**src/rtl/arm_dp_pkg.sv**
```systemverilog
// Shared ARMv4 data-processing definitions: opcodes, condition codes, ALU selects,
// controller state encoding and opcode classification helpers.
package arm_dp_pkg;

  localparam logic [3:0] OP_AND = 4'h0, OP_EOR = 4'h1, OP_SUB = 4'h2, OP_RSB = 4'h3;
  localparam logic [3:0] OP_ADD = 4'h4, OP_ADC = 4'h5, OP_SBC = 4'h6, OP_RSC = 4'h7;
  localparam logic [3:0] OP_TST = 4'h8, OP_TEQ = 4'h9, OP_CMP = 4'hA, OP_CMN = 4'hB;
  localparam logic [3:0] OP_ORR = 4'hC, OP_MOV = 4'hD, OP_BIC = 4'hE, OP_MVN = 4'hF;

  localparam logic [3:0] COND_EQ = 4'h0, COND_NE = 4'h1, COND_CS = 4'h2, COND_CC = 4'h3;
  localparam logic [3:0] COND_MI = 4'h4, COND_PL = 4'h5, COND_VS = 4'h6, COND_VC = 4'h7;
  localparam logic [3:0] COND_HI = 4'h8, COND_LS = 4'h9, COND_GE = 4'hA, COND_LT = 4'hB;
  localparam logic [3:0] COND_GT = 4'hC, COND_LE = 4'hD, COND_AL = 4'hE, COND_NV = 4'hF;

  localparam logic [3:0] ALU_AND = 4'h0, ALU_EOR = 4'h1, ALU_SUB = 4'h2, ALU_RSB = 4'h3;
  localparam logic [3:0] ALU_ADD = 4'h4;

  typedef enum logic [1:0] {ST_IDLE, ST_EXEC1, ST_EXEC2, ST_DONE} state_e;
  typedef enum logic [1:0] {CLS_LOGIC, CLS_ADD, CLS_SUB} op_class_e;

  function automatic op_class_e op_class(input logic [3:0] opc);
    case (opc)
      OP_ADD, OP_ADC, OP_CMN:                 return CLS_ADD;
      OP_SUB, OP_RSB, OP_SBC, OP_RSC, OP_CMP: return CLS_SUB;
      default:                                return CLS_LOGIC;
    endcase
  endfunction

  // TST/TEQ/CMP/CMN: flags only, never write rd
  function automatic logic is_test(input logic [3:0] opc);
    return opc[3:2] == 2'b10;
  endfunction

  function automatic logic is_two_pass(input logic [3:0] opc);
    return (opc == OP_ADC) || (opc == OP_SBC) || (opc == OP_RSC);
  endfunction

  function automatic logic is_rev(input logic [3:0] opc);
    return (opc == OP_RSB) || (opc == OP_RSC);
  endfunction

  function automatic logic [3:0] alu_sel_pass1(input logic [3:0] opc);
    case (opc)
      OP_BIC, OP_TST: return ALU_AND;
      OP_TEQ:         return ALU_EOR;
      OP_CMN, OP_ADC: return ALU_ADD;
      OP_CMP, OP_SBC: return ALU_SUB;
      OP_RSC:         return ALU_RSB;
      default:        return opc;
    endcase
  endfunction

endpackage

```
**src/rtl/alu_issue_ctrl_if.sv**
```systemverilog
// Decode request, shared-ALU and writeback signals of the issue controller.
// master = controller side, slave = decode/ALU/writeback side.
interface alu_issue_ctrl_if #(
  parameter int REG_W = 4
);
  logic             req_valid;
  logic             req_ready;
  logic [3:0]       opcode;
  logic [3:0]       cond;
  logic             set_flags;
  logic [31:0]      op_a;
  logic [31:0]      op_b;
  logic [REG_W-1:0] rd;
  logic [31:0]      alu_a;
  logic [31:0]      alu_b;
  logic [3:0]       alu_sel;
  logic [63:0]      alu_out;
  logic             res_valid;
  logic             res_ready;
  logic [31:0]      res_data;
  logic [REG_W-1:0] res_rd;
  logic             res_we;
  logic [3:0]       nzcv;

  modport master (
    input  req_valid, opcode, cond, set_flags, op_a, op_b, rd, alu_out, res_ready,
    output req_ready, alu_a, alu_b, alu_sel, res_valid, res_data, res_rd, res_we, nzcv
  );

  modport slave (
    output req_valid, opcode, cond, set_flags, op_a, op_b, rd, alu_out, res_ready,
    input  req_ready, alu_a, alu_b, alu_sel, res_valid, res_data, res_rd, res_we, nzcv
  );
endinterface

```
**src/rtl/arm_cond_check.sv**
```systemverilog
// ARM condition-field evaluation against {N,Z,C,V}; purely combinational.
// Zero latency, no handshake.
module arm_cond_check
  import arm_dp_pkg::*;
(
  input  logic [3:0] cond,
  input  logic [3:0] nzcv,
  output logic       pass
);
  logic n, z, c, v;
  assign {n, z, c, v} = nzcv;

  always_comb begin
    pass = 1'b0;
    case (cond)
      COND_EQ: pass = z;
      COND_NE: pass = !z;
      COND_CS: pass = c;
      COND_CC: pass = !c;
      COND_MI: pass = n;
      COND_PL: pass = !n;
      COND_VS: pass = v;
      COND_VC: pass = !v;
      COND_HI: pass = c && !z;
      COND_LS: pass = !c || z;
      COND_GE: pass = (n == v);
      COND_LT: pass = (n != v);
      COND_GT: pass = !z && (n == v);
      COND_LE: pass = z || (n != v);
      COND_AL: pass = 1'b1;
      COND_NV: pass = 1'b0;
      default: pass = 1'b0;
    endcase
  end
endmodule

```
**src/rtl/alu_issue_ctrl.sv**
```systemverilog
// Issues ARM DP ops onto the shared ALU, owns NZCV; result 1/2/3 cycles after accept
// (cond fail / single / carry-in); result held in DONE until res_ready, one op in flight.
module alu_issue_ctrl
  import arm_dp_pkg::*;
#(
  parameter int         REG_W      = 4,
  parameter logic [3:0] RESET_NZCV = 4'b0000
) (
  input  logic             clk,
  input  logic             rst,
  alu_issue_ctrl_if.master bus
);
  state_e           state, state_nxt;
  logic [31:0]      alu_a_q, alu_b_q, res_data_q, r;
  logic [3:0]       alu_sel_q, opc_q, nzcv_q, nzcv_nxt;
  logic [REG_W-1:0] res_rd_q;
  logic             s_q, a31_q, b31_q, c1_q, res_we_q;
  logic             cond_pass, cy, sa31, sb31, req_ready_c, res_valid_c;
  logic             unused_alu_hi;

  assign unused_alu_hi = ^bus.alu_out[63:33];

  arm_cond_check u_cond (
    .cond (bus.cond),
    .nzcv (nzcv_q),
    .pass (cond_pass)
  );

  always_ff @(posedge clk or posedge rst) begin
    if (rst) state <= ST_IDLE;
    else     state <= state_nxt;
  end

  always_comb begin
    state_nxt = state;
    case (state)
      ST_IDLE:  if (bus.req_valid) state_nxt = cond_pass ? ST_EXEC1 : ST_DONE;
      ST_EXEC1: state_nxt = is_two_pass(opc_q) ? ST_EXEC2 : ST_DONE;
      ST_EXEC2: state_nxt = ST_DONE;
      ST_DONE:  if (bus.res_ready) state_nxt = ST_IDLE;
      default:  state_nxt = ST_IDLE;
    endcase
  end

  always_comb begin
    req_ready_c = 1'b0;
    res_valid_c = 1'b0;
    case (state)
      ST_IDLE: req_ready_c = 1'b1;
      ST_DONE: res_valid_c = 1'b1;
      default: ;
    endcase
  end

  // Flags come from the final pass only; carry/borrow ORs in the pass-1 bit 32.
  always_comb begin
    r        = bus.alu_out[31:0];
    cy       = bus.alu_out[32] | c1_q;
    sa31     = is_rev(opc_q) ? b31_q : a31_q;
    sb31     = is_rev(opc_q) ? a31_q : b31_q;
    nzcv_nxt = {r[31], (r == 32'd0), nzcv_q[1:0]};
    case (op_class(opc_q))
      CLS_ADD: nzcv_nxt[1:0] = {cy, (a31_q == b31_q) && (r[31] != a31_q)};
      CLS_SUB: nzcv_nxt[1:0] = {~cy, (sa31 != sb31) && (r[31] != sa31)};
      default: ;
    endcase
  end

  always_ff @(posedge clk or posedge rst) begin
    if (rst) begin
      alu_a_q    <= '0;
      alu_b_q    <= '0;
      alu_sel_q  <= '0;
      opc_q      <= '0;
      s_q        <= 1'b0;
      a31_q      <= 1'b0;
      b31_q      <= 1'b0;
      c1_q       <= 1'b0;
      nzcv_q     <= RESET_NZCV;
      res_data_q <= '0;
      res_rd_q   <= '0;
      res_we_q   <= 1'b0;
    end else begin
      case (state)
        ST_IDLE: if (bus.req_valid) begin
          opc_q    <= bus.opcode;
          s_q      <= bus.set_flags;
          a31_q    <= bus.op_a[31];
          b31_q    <= bus.op_b[31];
          c1_q     <= 1'b0;
          res_rd_q <= bus.rd;
          if (cond_pass) begin
            alu_a_q   <= bus.op_a;
            alu_b_q   <= (bus.opcode == OP_BIC) ? ~bus.op_b : bus.op_b;
            alu_sel_q <= alu_sel_pass1(bus.opcode);
          end else begin
            res_we_q  <= 1'b0;
          end
        end
        ST_EXEC1, ST_EXEC2: begin
          if (state == ST_EXEC1 && is_two_pass(opc_q)) begin
            // Pass 2 folds in the carry: +C for ADC, -(~C) for SBC/RSC
            alu_a_q   <= bus.alu_out[31:0];
            alu_b_q   <= {31'd0, (opc_q == OP_ADC) ? nzcv_q[1] : ~nzcv_q[1]};
            alu_sel_q <= (opc_q == OP_ADC) ? ALU_ADD : ALU_SUB;
            c1_q      <= bus.alu_out[32];
          end else begin
            res_data_q <= r;
            res_we_q   <= !is_test(opc_q);
            if (s_q || is_test(opc_q)) nzcv_q <= nzcv_nxt;
          end
        end
        default: ;
      endcase
    end
  end

  assign bus.req_ready = req_ready_c;
  assign bus.res_valid = res_valid_c;
  assign bus.alu_a     = alu_a_q;
  assign bus.alu_b     = alu_b_q;
  assign bus.alu_sel   = alu_sel_q;
  assign bus.res_data  = res_data_q;
  assign bus.res_rd    = res_rd_q;
  assign bus.res_we    = res_we_q;
  assign bus.nzcv      = nzcv_q;
endmodule

```
**src/flat_wrapper.sv**
```systemverilog
// flat-port wrapper written by rule: the top's interface ports become plain ports
module alu_issue_ctrl_flat import arm_dp_pkg::*;
#(
  parameter int         REG_W      = 4,
  parameter logic [3:0] RESET_NZCV = 4'b0000
)
  (clk, rst, bus_req_valid, bus_opcode, bus_cond, bus_set_flags, bus_op_a, bus_op_b, bus_rd, bus_alu_out, bus_res_ready, bus_req_ready, bus_alu_a, bus_alu_b, bus_alu_sel, bus_res_valid, bus_res_data, bus_res_rd, bus_res_we, bus_nzcv);
  alu_issue_ctrl_if #(.REG_W(REG_W)) bus_i ();
  input  logic clk;
  input  logic rst;
  input wire logic [$bits(bus_i.req_valid)-1:0] bus_req_valid;
  input wire logic [$bits(bus_i.opcode)-1:0] bus_opcode;
  input wire logic [$bits(bus_i.cond)-1:0] bus_cond;
  input wire logic [$bits(bus_i.set_flags)-1:0] bus_set_flags;
  input wire logic [$bits(bus_i.op_a)-1:0] bus_op_a;
  input wire logic [$bits(bus_i.op_b)-1:0] bus_op_b;
  input wire logic [$bits(bus_i.rd)-1:0] bus_rd;
  input wire logic [$bits(bus_i.alu_out)-1:0] bus_alu_out;
  input wire logic [$bits(bus_i.res_ready)-1:0] bus_res_ready;
  output wire logic [$bits(bus_i.req_ready)-1:0] bus_req_ready;
  output wire logic [$bits(bus_i.alu_a)-1:0] bus_alu_a;
  output wire logic [$bits(bus_i.alu_b)-1:0] bus_alu_b;
  output wire logic [$bits(bus_i.alu_sel)-1:0] bus_alu_sel;
  output wire logic [$bits(bus_i.res_valid)-1:0] bus_res_valid;
  output wire logic [$bits(bus_i.res_data)-1:0] bus_res_data;
  output wire logic [$bits(bus_i.res_rd)-1:0] bus_res_rd;
  output wire logic [$bits(bus_i.res_we)-1:0] bus_res_we;
  output wire logic [$bits(bus_i.nzcv)-1:0] bus_nzcv;
  assign bus_i.req_valid = bus_req_valid;
  assign bus_i.opcode = bus_opcode;
  assign bus_i.cond = bus_cond;
  assign bus_i.set_flags = bus_set_flags;
  assign bus_i.op_a = bus_op_a;
  assign bus_i.op_b = bus_op_b;
  assign bus_i.rd = bus_rd;
  assign bus_i.alu_out = bus_alu_out;
  assign bus_i.res_ready = bus_res_ready;
  assign bus_req_ready = bus_i.req_ready;
  assign bus_alu_a = bus_i.alu_a;
  assign bus_alu_b = bus_i.alu_b;
  assign bus_alu_sel = bus_i.alu_sel;
  assign bus_res_valid = bus_i.res_valid;
  assign bus_res_data = bus_i.res_data;
  assign bus_res_rd = bus_i.res_rd;
  assign bus_res_we = bus_i.res_we;
  assign bus_nzcv = bus_i.nzcv;
  alu_issue_ctrl #(.REG_W(REG_W), .RESET_NZCV(RESET_NZCV)) u_core (.clk(clk), .rst(rst), .bus(bus_i));
endmodule
```
**config.mk**
```make
export PLATFORM = sky130hd
export DESIGN_NAME = alu_issue_ctrl_flat
export DESIGN_NICKNAME = d
export VERILOG_FILES = /design/src/rtl/arm_dp_pkg.sv /design/src/rtl/alu_issue_ctrl_if.sv /design/src/rtl/arm_cond_check.sv /design/src/rtl/alu_issue_ctrl.sv /design/src/flat_wrapper.sv
export SDC_FILE = /design/constraint.sdc
export NUM_CORES = 1
export LEC_CHECK = 0
export CORE_ASPECT_RATIO = 1.2
export CORE_UTILIZATION = 46
export DETAILED_ROUTE_END_ITERATION = 7
export PLACE_DENSITY = 0.95
export SLEW_MARGIN = 10
export SYNTH_ARGS = -nofsm -noshare
export SYNTH_HDL_FRONTEND = slang
export SYNTH_SLANG_ARGS = --single-unit
```
**constraint.sdc**
```tcl
create_clock -name clk -period 10.1 [get_ports clk]
set_clock_uncertainty 0.2 [all_clocks]
set_input_delay 1.01 -clock clk [delete_from_list [all_inputs] [get_ports clk]]
set_output_delay 1.01 -clock clk [all_outputs]
set_load 0.05 [all_outputs]
```
* Word-level counts from Yosys, hierarchy flattened
Memory sizes are Yosys's and may differ from the RTL's.
Cells that the tools add are included.
** Word-level totals
- Register bits after elaboration :: 119
- Memory bits (read-only) :: 32
- Output and inout bits :: 111
- Memories kept :: 1
** Memories
- (name not given) :: depth 16, width 2, read ports 1, clocked after memory_dff 0, wr ports 0, line arm_dp_pkg.sv:22 : case (opc)
** Cells by class
- Equality and inequality tests :: 45
- Mux-type cells :: 34
- Bitwise logic cells :: 5
- Reductions and logical operators :: 33
** Operators with widths (number)
- 2-to-1 mux 32 bit :: 7
- case mux 32 bit (2 select lines) :: 2
- == test 4 bit (second input constant) :: 13
- == test 4 x 3 -> 1 bit (second input constant) :: 10
- zero test 32 bit :: 1
- inverter 32 bit :: 1
- case mux 4 bit (5 select lines) :: 1
- case mux 1 bit (16 select lines) :: 1
- == test 4 x 2 -> 1 bit (second input constant) :: 3
- 2-to-1 mux 4 bit :: 3
- AND reduction 4 bit :: 3
- 2-to-1 mux 1 bit :: 11
- == test 2 bit (second input constant) :: 4
- != test 2 bit (second input constant) :: 4
- case mux 2 bit (4 select lines) :: 1
- case mux 4 bit (2 select lines) :: 1
- OR reduction 2 bit :: 4
- logical OR 1 bit :: 6
- 2-to-1 mux 2 bit :: 3
- AND reduction 2 bit :: 3
- AND reduction 3 bit :: 2
- logical AND 1 bit :: 5
- zero test 1 bit :: 5
- == test 2 x 1 -> 1 bit (second input constant) :: 2
- 12 further kinds :: 21

* Longest topological paths before layout
Gate-level depths: netlist (run 1).
- Word-level depth :: 6
- Depth in mapped cells :: 10
- Mapped depth without buffers :: 7

* Hierarchy
A second synthesis (run 1) with hierarchy kept.
** Unflattened totals
- Cells, all modules :: 511
- Area, all modules :: 5831.8 µm²
** Modules (own cells, without submodules)
- alu_issue_ctrl :: instances 1, cells an instance 488, area each 5676.7 µm²
- arm_cond_check :: instances 1, cells an instance 23, area each 155.1 µm²

* Least setup slack after synthesis (run 1)
No wires, ideal clock.
- Path kind :: input to register
- Start point :: input bus_cond[1]
- End point :: register u_core.alu_b_q[19], in the netlist u_core.bus.alu_b[19]
- Arrival :: 2.576 ns
- Slack :: 7.199 ns
- Stages on the path :: 9
- Buffers on the path :: 3
- Path through :: buf_2 > and3b_1 > a2111oi_2 > a31oi_1 > o21ai_1 > a2bb2oi_2 > buf_6 > buf_8 > mux2_4
** Between the ends
- Word-level cells in the longest chain between the ends :: 4
** Ends and longest elaborated chain
- from (decl) :: line flat_wrapper.sv:13 : input wire logic [$bits(bus_i.cond)-1:0] bus_cond;
- == test 4 bit, or another cell as far along :: line arm_cond_check.sv:15 : case (cond)
- case mux 1 bit (16 select lines) (*) :: line arm_cond_check.sv:15
- != test 2 x 1 -> 1 bit (no line) (*)
- AND reduction 4 bit (no line) (*)
- to (signal assigned) :: line alu_issue_ctrl.sv:94 : alu_b_q <= (bus.opcode == OP_BIC) ? ~bus.op_b : bus.op_b;
- to (signal assigned) :: line alu_issue_ctrl.sv:104 : alu_b_q <= {31'd0, (opc_q == OP_ADC) ? nzcv_q[1] : ~nzcv_q[1]};
- to (decl) :: line alu_issue_ctrl.sv:14 : logic [31:0] alu_a_q, alu_b_q, res_data_q, r;
Every way passes the cells marked *; elsewhere a longest branch is shown, timed or not.
A chain may end at the register's enable or synchronous reset.

* Worst setup path in the final report (run 1)
- Start point :: register u_core.state[0]
- End point :: register u_core.alu_a_q[7], in the netlist u_core.bus.alu_a[7]
** Between the ends
- Word-level cells in the longest chain between the ends :: 4
** Ends and longest elaborated chain
- from (decl) :: line alu_issue_ctrl.sv:13 : state_e state, state_nxt;
- from (signal assigned) :: line alu_issue_ctrl.sv:31 : else state <= state_nxt;
- == test 2 bit / == test 2 x 1 -> 1 bit (equally long branches) :: line alu_issue_ctrl.sv:84, alu_issue_ctrl.sv:101
- OR reduction 2 bit / logical AND 1 bit (equally long branches) :: line alu_issue_ctrl.sv:84, alu_issue_ctrl.sv:101
- != test 2 x 1 -> 1 bit (no line) / nonzero test 2 bit (equally long branches)
- AND reduction 4 bit (no line)
- to (signal assigned) :: line alu_issue_ctrl.sv:93 : alu_a_q <= bus.op_a;
- to (signal assigned) :: line alu_issue_ctrl.sv:103 : alu_a_q <= bus.alu_out[31:0];
- to (decl) :: line alu_issue_ctrl.sv:14
Several ways; a longest one is shown, not always the timed one.

==> results.md, run 1 <==
- Filler cells: 845
- Sequential fraction of the synthesis area: 49.9%
- Synth Warn #: 0
- Clock share of power: 15.6%
- Routability congestion estimate: 0.792
- CTS Buffer Depth: 2
- Crit. Startpoint: u_core.state[0]$_DFFE_PP0P_
- I/O Buffers: 224
- CTS Hold Buffers Added: 0
- # diodes: 0
- First-pass GRT wire length: 25000 um
- Final Hold Fails: 0
- Async SR Flop Fraction: 100%
- H-tree Lvls: 4
- Area share of the largest cell type after synthesis: 49.9%
- Area occupied by multi-input gates: 0.00284 mm2
- Post-CTS Setup Bufs: 0
- Die ar.: 0.0134 mm2
- Top post-synthesis cells by count: 125 x mux2_2, 119 x dfrtp_1, 39 x nor2_1
- Setup TNS: 0 ns
- Hold/Removal Path Class: reg -> reg
- Fin. max-slew vios: 0
- Crit path largest cell delay: 0.91 ns
- Crit path cell chain: inv_1 -> ha_4 -> nand2_2 -> nand2_1 -> a2bb2oi_4 -> buf_4 -> mux2_2
- CTS tree: yes
- Starting Density: 47.1%
- Top FF cell, synth: dfrtp_1
- Synth unique cells: 47
- Routed WL: 15700 um
- Sink Count: 119
- Number of synthesized flops with an enable pin: 0
- Vias: 4573
- TritonRoute pass-1 iters: 4
- GRT Util Overall: 24.4%
- Arrival time at the worst endpoint: 4.75 ns
- Power per cell area: 445 mW/mm2
- FF/Latch Area: 0.00298 mm2
- Largest net degree at the start of global routing: 80
- Synth area leaders: dfrtp_1 50%, mux2_2 24%, xor2_1 5.0%, mux2_4 4.8%, nor2_1 2.5%
- Cell taking the most area after synthesis: dfrtp_1
- Yosys reg bits: 119
- Synth Net Count: 620
- Ratio of final minimum period to clock period: 46.1%
- Tmin final: 4.65 ns
- Worst VDD drop: 0.000320 V
- Pint: 0.00220 W
- Fmax: 215 MHz
- Switch share: 44.7%
- Switching power total: 0.00178 W
- Die width: 106 um
- Hold_sp: u_core.bus.res_rd[0]$_DFFE_PP0P_
- Setup Viol. Count Final: 0
- Post-cts sizing count: 0
- Crit path max-delay cell type: ha_4
- Routed vias/inst: 5.27
- Die height: 127 um
- Worst-Skew Late Latency: 0.41 ns
- # placed instances: 837
- Combinational power share: 62.7%
- CP Data Required Time: 10.20 ns
- Post-DP HPWL: 11100 um
- Residual DRC: 0
- Standard-cell rows: 45
- Family with the most delay on the worst path: simple AND/OR/NAND/NOR gates
- Nets: 841
- Total gr overflow: 0
- IO Pins: 256
- Leakage power: 3.77 nW
- Unrepaired setup endpoints after global routing: false
- Worst Tran Pin Value: 0.943 ns
- Crit path max fanout: 79
- CTS buffer count: 17
- Post-Layout Cell Count: 868
- Hold_ws: 0.298 ns
- Max-cap violations: 0
- Crit Path Class: reg -> reg
- Slew margin rel.: 37.2%
- Worst Path Buf+Inv: 2
- Core Region: 0.0127 mm2
- Sequential share of power: 21.7%
- Mapped Area: 0.00597 mm2
- FF-to-FF Start: u_core.state[0]$_DFFE_PP0P_
- Share of cells above drive strength 1: 26.3%
- Area growth syn-to-layout: 49.8%
- Most numerous cell in the Yosys netlist: mux2_2
- WL/cell: 18.1 um
- Worst Setup End Kind: flip-flop
- Initial antenna violation count: 0
- Outcome: finished clean
- Initial drt markers: 181
- Mapped Cells: 471
- Vias in the first global route: 4869
- Synth Area per Inst: 12.7 um2
- CTS clk-pin slew, worst paths: 0.06 ns
- Routed Antenna Nets: 0
- Clock root buffer: clkbuf_16
- CP Launch Type: flip-flop
-- through the flow --
| step | power, W | setup WS (ns) | area [um2] | util [%] |
|---|---|---|---|---|
| 4_1_cts | 0.00400 | 5.41 | 8930 | 70.5 |
| 5_1_grt | 0.00416 | 5.13 | 8930 | 70.5 |
| 3_5_place_dp | 0.00336 | 5.45 | 8330 | 65.7 |
| 2_1_floorplan | 0.00268 | 5.73 | 5970 | - |
| 3_3_place_gp | 0.00327 | 5.57 | 8330 | 65.7 |
| 6_report | 0.00397 | 5.45 | 8930 | 70.5 |
-- final cells by class --
class	instances	area share, %
Tap cell	164	2.30
Sequential cell	119	33.3
Clock buffer	22	5.42
Clock inverter	9	1.37
Multi-Input combinational cell	317	31.8
Timing Repair Buffer	227	25.3
Inverter	10	0.448
-- cells in the final DEF, fill, tap and decap left out, types with 4 or more instances in the layout --
master | synthesis | final
clkdlybuf4s50_1 | 0 | 224
mux2_2 | 125 | 125
dfrtp_1 | 119 | 119
nor2_1 | 39 | 39
xor2_1 | 34 | 34
mux2_4 | 19 | 19
clkbuf_16 | 0 | 17
nand2_1 | 14 | 13
inv_1 | 10 | 9
a21oi_1 | 8 | 8
o21ai_0 | 8 | 8
nor4_1 | 8 | 8
mux2i_1 | 6 | 6
nor2b_1 | 5 | 5
clkinv_2 | 0 | 5
xnor2_1 | 4 | 4
nand3_1 | 4 | 4
nand2b_1 | 4 | 4
a31oi_1 | 4 | 4
clkbuf_8 | 0 | 4
-- layer usage --
metal	vias up	share of wire (%)	track usage, %
met3	29	7.2	8.89
met5	-	0	0
li1	2100	-	-
met1	2258	38	26.4
met4	0	1.9	8.58
met2	186	53	43.6
-- power groups by stage --
stage | combinational, W | sequential [W] | clock [W]
finish | 0.00249 | 0.000862 | 0.000619
global route | 0.00262 | 0.000888 | 0.000651
CTS | 0.00251 | 0.000861 | 0.000628
detailed placement | 0.00249 | 0.000866 | 0
global placement | 0.00243 | 0.000842 | 0
floorplan | 0.00112 | 0.00156 | 0
-- path summary, 6_finish.rpt --
kind	to	slack [ns]	depth (start not counted)
setup / recovery	u_core.bus.alu_a[7]$_DFFE_PP0P_	5.45	7
hold / removal	u_core.bus.res_rd[0]$_DFFE_PP0P_	0.30	1
setup reg to reg	u_core.bus.alu_a[7]$_DFFE_PP0P_	5.45	7
hold reg to reg	u_core.bus.res_rd[0]$_DFFE_PP0P_	0.30	1
max in group asynchronous	u_core.bus.res_rd[3]$_DFFE_PP0P_	7.53	3
min in group asynchronous	u_core.bus.alu_a[14]$_DFFE_PP0P_	0.83	2
-- worst register-to-register path, delay by kind of cell, from the launching register on --
kind,cells,cell delay [ns]
flip-flops,1,0.39
multiplexers,1,0.46
buffers and inverters,2,0.84
AND/OR/NAND/NOR,2,1.10
AO/OA/AOI/OAI,1,0.63
adder cells (fa/ha/maj),1,0.91
-- registers in the layout, summed over array words and instances (netlist names) --
register and cells:
u_core.bus.alu_b 32, u_core.bus.nzcv 4, u_core.state 2, u_core.a31_q 1, u_core.c1_q 1, u_core.b31_q 1
u_core.bus.res_data 32, u_core.bus.res_rd 4, u_core.s_q 1, u_core.bus.alu_sel 4, u_core.opc_q 4, u_core.bus.alu_a 32
u_core.bus.res_we 1
-- kinds of logic (layout without fill, tap and decap cells) --
family / after synthesis / in the layout / share of synthesized area, %
mux: 150 / 150 / 29.4
flops: 119 / 119 / 49.9
simple gates: 87 / 87 / 6.96
compound gates: 38 / 38 / 4.40
xor+xnor: 38 / 38 / 5.58
buf+inv: 35 / 268 / 2.92
fa+ha+maj: 4 / 4 / 0.839
No activity file was read; power rests on OpenSTA's default activity.
==> inputs of run 2 (changes only) <==
- CORE_UTILIZATION: 46 -> 43
- PLACE_DENSITY: 0.95 -> 0.93
- clock period: 10.1 -> 4.51 ns (I/O delays scaled with it)
==> run 2 against run 1 <==
  * First-iteration DRC count fell by 19%
  * Non-clock buffer count rose by 4
  * Largest cell class unchanged
  * Register-to-register slack got worse by 3.9 ns
  * Sequential share of layout area fell by 0.25 points
  * Hold slack got worse by 0.043 ns
  * Sequential power rose by 130%
  * Final cell count rose by 1.0%
  * Critical path type unchanged
  * Routed wire length rose by 2.0%
==> results.md, run 2 (same netlist as run 1, synthesis figures left out) <==
- Crit path max fanout: 43 (-46%)
- Switch share: 44.9% (+0.21 points)
- CTS Buffer Depth: 2 (unchanged)
- Power per cell area: 999 mW/mm2 (+120%)
- Clock share of power: 16.1% (+0.5 points)
- Worst-Skew Late Latency: 0.42 ns (about the same)
- GRT Util Overall: 22.6% (-1.8 points)
- Leakage power: 3.80 nW (+0.75%)
- Die height: 131 um (+3.4%)
- IO Pins: 256 (unchanged)
- Pint: 0.00496 W (+130%)
- Setup Viol. Count Final: 0 (unchanged)
- Die ar.: 0.0144 mm2 (+6.9%)
- Routability congestion estimate: 0.773 (-2.4%)
- Power consumption: 0.00899 W (+130%)
- CTS tree: yes
- Clock root buffer: clkbuf_16
- Commonest non-fill, non-tap cells in the layout: 224 x clkdlybuf4s50_1, 125 x mux2_2, 119 x dfrtp_1
- Fin. max-slew vios: 0 (unchanged)
- Dpl cell area: 0.00836 mm2 (+0.42%)
- Share of cells above drive strength 1: 26.9% (+0.66 points)
- Worst VDD drop: 0.000766 V (+140%)
- Sequential share of power: 21.5% (-0.2 points)
- H-tree Lvls: 4 (unchanged)
- Residual DRC: 0 (unchanged)
- Die width: 110 um (+3.4%)
- Finished layout cell area: 0.00900 mm2 (+0.74%)
- Sink Count: 119 (unchanged)
- Post-DP HPWL: 11300 um (+1.8%)
- I/O Buffers: 224 (unchanged)
- # diodes: 0 (unchanged)
- Crit. Startpoint: u_core.state[0]$_DFFE_PP0P_
- CP Data Required Time: 4.61 ns (-5.59 ns)
- Starting Density: 44.7% (-2.4 points)
- Crit path max-delay cell type: buf_4
- Vias in the first global route: 4887 (+0.37%)
- Nets: 845 (+0.48%)
- Ratio of final minimum period to clock period: 65.8% (+20 points)
- Switching power total: 0.00404 W (+130%)
- WL/cell: 18.2 um (+0.94%)
- Worst Setup End Kind: flip-flop
- Tmin final: 2.97 ns (-1.69 ns)
- Final Hold Fails: 0 (unchanged)
- Setup TNS: 0 ns (unchanged)
- Slew margin rel.: 38.1% (+0.89 points)
- Unrepaired setup endpoints after global routing: false
- FF-to-FF Start: u_core.state[0]$_DFFE_PP0P_
- Hold/Removal Path Class: in -> async
- Post-Layout Cell Count: 877 (+1.0%)
- CTS buffer count: 17 (unchanged)
- Post-CTS Setup Bufs: 0 (unchanged)
- Combinational power share: 62.4% (-0.3 points)
- Final worst slack: 1.54 ns (-3.90 ns)
- Total gr overflow: 0 (unchanged)
- Setup slack at placement: 1.19 ns (-4.26 ns)
- Routed WL: 16000 um (+2.0%)
- Post-cts sizing count: 0 (unchanged)
- CTS clk-pin slew, worst paths: 0.06 ns (about the same)
- Crit path largest cell delay: 0.58 ns (-0.33 ns)
- Arrival time at the worst endpoint: 3.07 ns (-1.68 ns)
- Fmax: 337 MHz (+57%)
- Area occupied by multi-input gates: 0.00284 mm2 (unchanged)
- # placed instances: 845 (+0.96%)
- First-pass GRT wire length: 24300 um (-2.8%)
- Initial drt markers: 146 (-19%)
- Routed Antenna Nets: 0 (unchanged)
- CP most frequent cell: nand2_1
- Outcome: finished clean
- CP Launch Type: flip-flop
- Worst Tran Pin Value: 0.929 ns (-0.0134 ns)
- Filler cells: 947 (+12%)
- Routed vias/inst: 5.28 (+0.25%)
- Crit Path Class: reg -> reg
- Core Region: 0.0134 mm2 (+5.4%)
- Vias: 4632 (+1.3%)
- CTS Hold Buffers Added: 0 (unchanged)
- FF/Latch Area: 0.00298 mm2 (unchanged)
- Max-cap violations: 0 (unchanged)
- Largest net degree at the start of global routing: 78 (-2.5%)
- Crit path cell chain: inv_1 -> ha_4 -> nand2_1 -> nand2_1 -> nand2_1 -> a2bb2oi_4 -> buf_4 -> mux2_2
- Area growth syn-to-layout: 50.9%
- Commonest non-fill, non-tap cell in the layout: clkdlybuf4s50_1
- Standard-cell rows: 46 (+2.2%)
- TritonRoute pass-1 iters: 4 (unchanged)
- Initial antenna violation count: 0 (unchanged)
[run 2: cell count changes in the layout (fill, tap and decap cells not counted)]
cell       delta
clkinv_4      +5
buf_4         +4
clkbuf_8      -3
clkinv_2      -3
inv_6         +2
bufinv_16     +1
clkbuf_1      -1
[run 2: worst paths after layout]
kind,to,slack [ns],depth (start not counted)
min,u_core.bus.alu_b[3]$_DFFE_PP0P_,0.26,2
min reg2reg,u_core.bus.res_data[25]$_DFFE_PP0P_,0.30,1
max,u_core.bus.alu_a[2]$_DFFE_PP0P_,1.54,8
min in group clk,u_core.bus.res_data[25]$_DFFE_PP0P_,0.30,1
max reg2reg,u_core.bus.alu_a[2]$_DFFE_PP0P_,1.54,8
max in group asynchronous,u_core.bus.res_data[3]$_DFFE_PP0P_,2.90,3
[run 2: power groups by stage]
stage / clock [W] / sequential [W] / combinational, W
after floorplan: 0 / 0.00348 / 0.00251
after global placement: 0 / 0.00189 / 0.00545
after detailed placement: 0 / 0.00194 / 0.00562
after CTS: 0.00147 / 0.00193 / 0.00565
after global routing: 0.00153 / 0.00199 / 0.00588
final: 0.00145 / 0.00194 / 0.00561
[run 2: area by class of cell]
cell class / count / share of cell area, %
Tap cell: 168 / 2.34
Inverter: 10 / 0.445
Clock buffer: 18 / 4.88
Multi-Input combinational cell: 317 / 31.6
Clock inverter: 14 / 2.21
Timing Repair Buffer: 231 / 25.5
Sequential cell: 119 / 33.1
[run 2: metrics by stage]
stage / utilization, % / hold WS, ns
finish: 67.4 / 0.255
CTS: 67.4 / 0.267
global placement: 62.6 / 0.287
detailed placement: 62.6 / 0.292
global route: 67.4 / 0.302
floorplan: - / 0.280
[run 2: routing by layer]
metal / track usage (%) / wire (um) / vias to the layer above
li1: - / - / 2121
met1: 23.9 / 6090 / 2274
met2: 40.1 / 8260 / 209
met3: 8.53 / 1360 / 28
met4: 9.49 / 303 / 0
met5: 0 / 0 / -
[run 2: critical path: cells and delay by family (launching register included)]
| kind | cells | cell delay, ns |
|---|---|---|
| AOI/OAI and AO/OA | 1 | 0.15 |
| adders and majority gates | 1 | 0.21 |
| buffers and inverters | 2 | 0.69 |
| DFF | 1 | 0.40 |
| muxes | 1 | 0.41 |
| and+or+nand+nor | 3 | 0.74 |
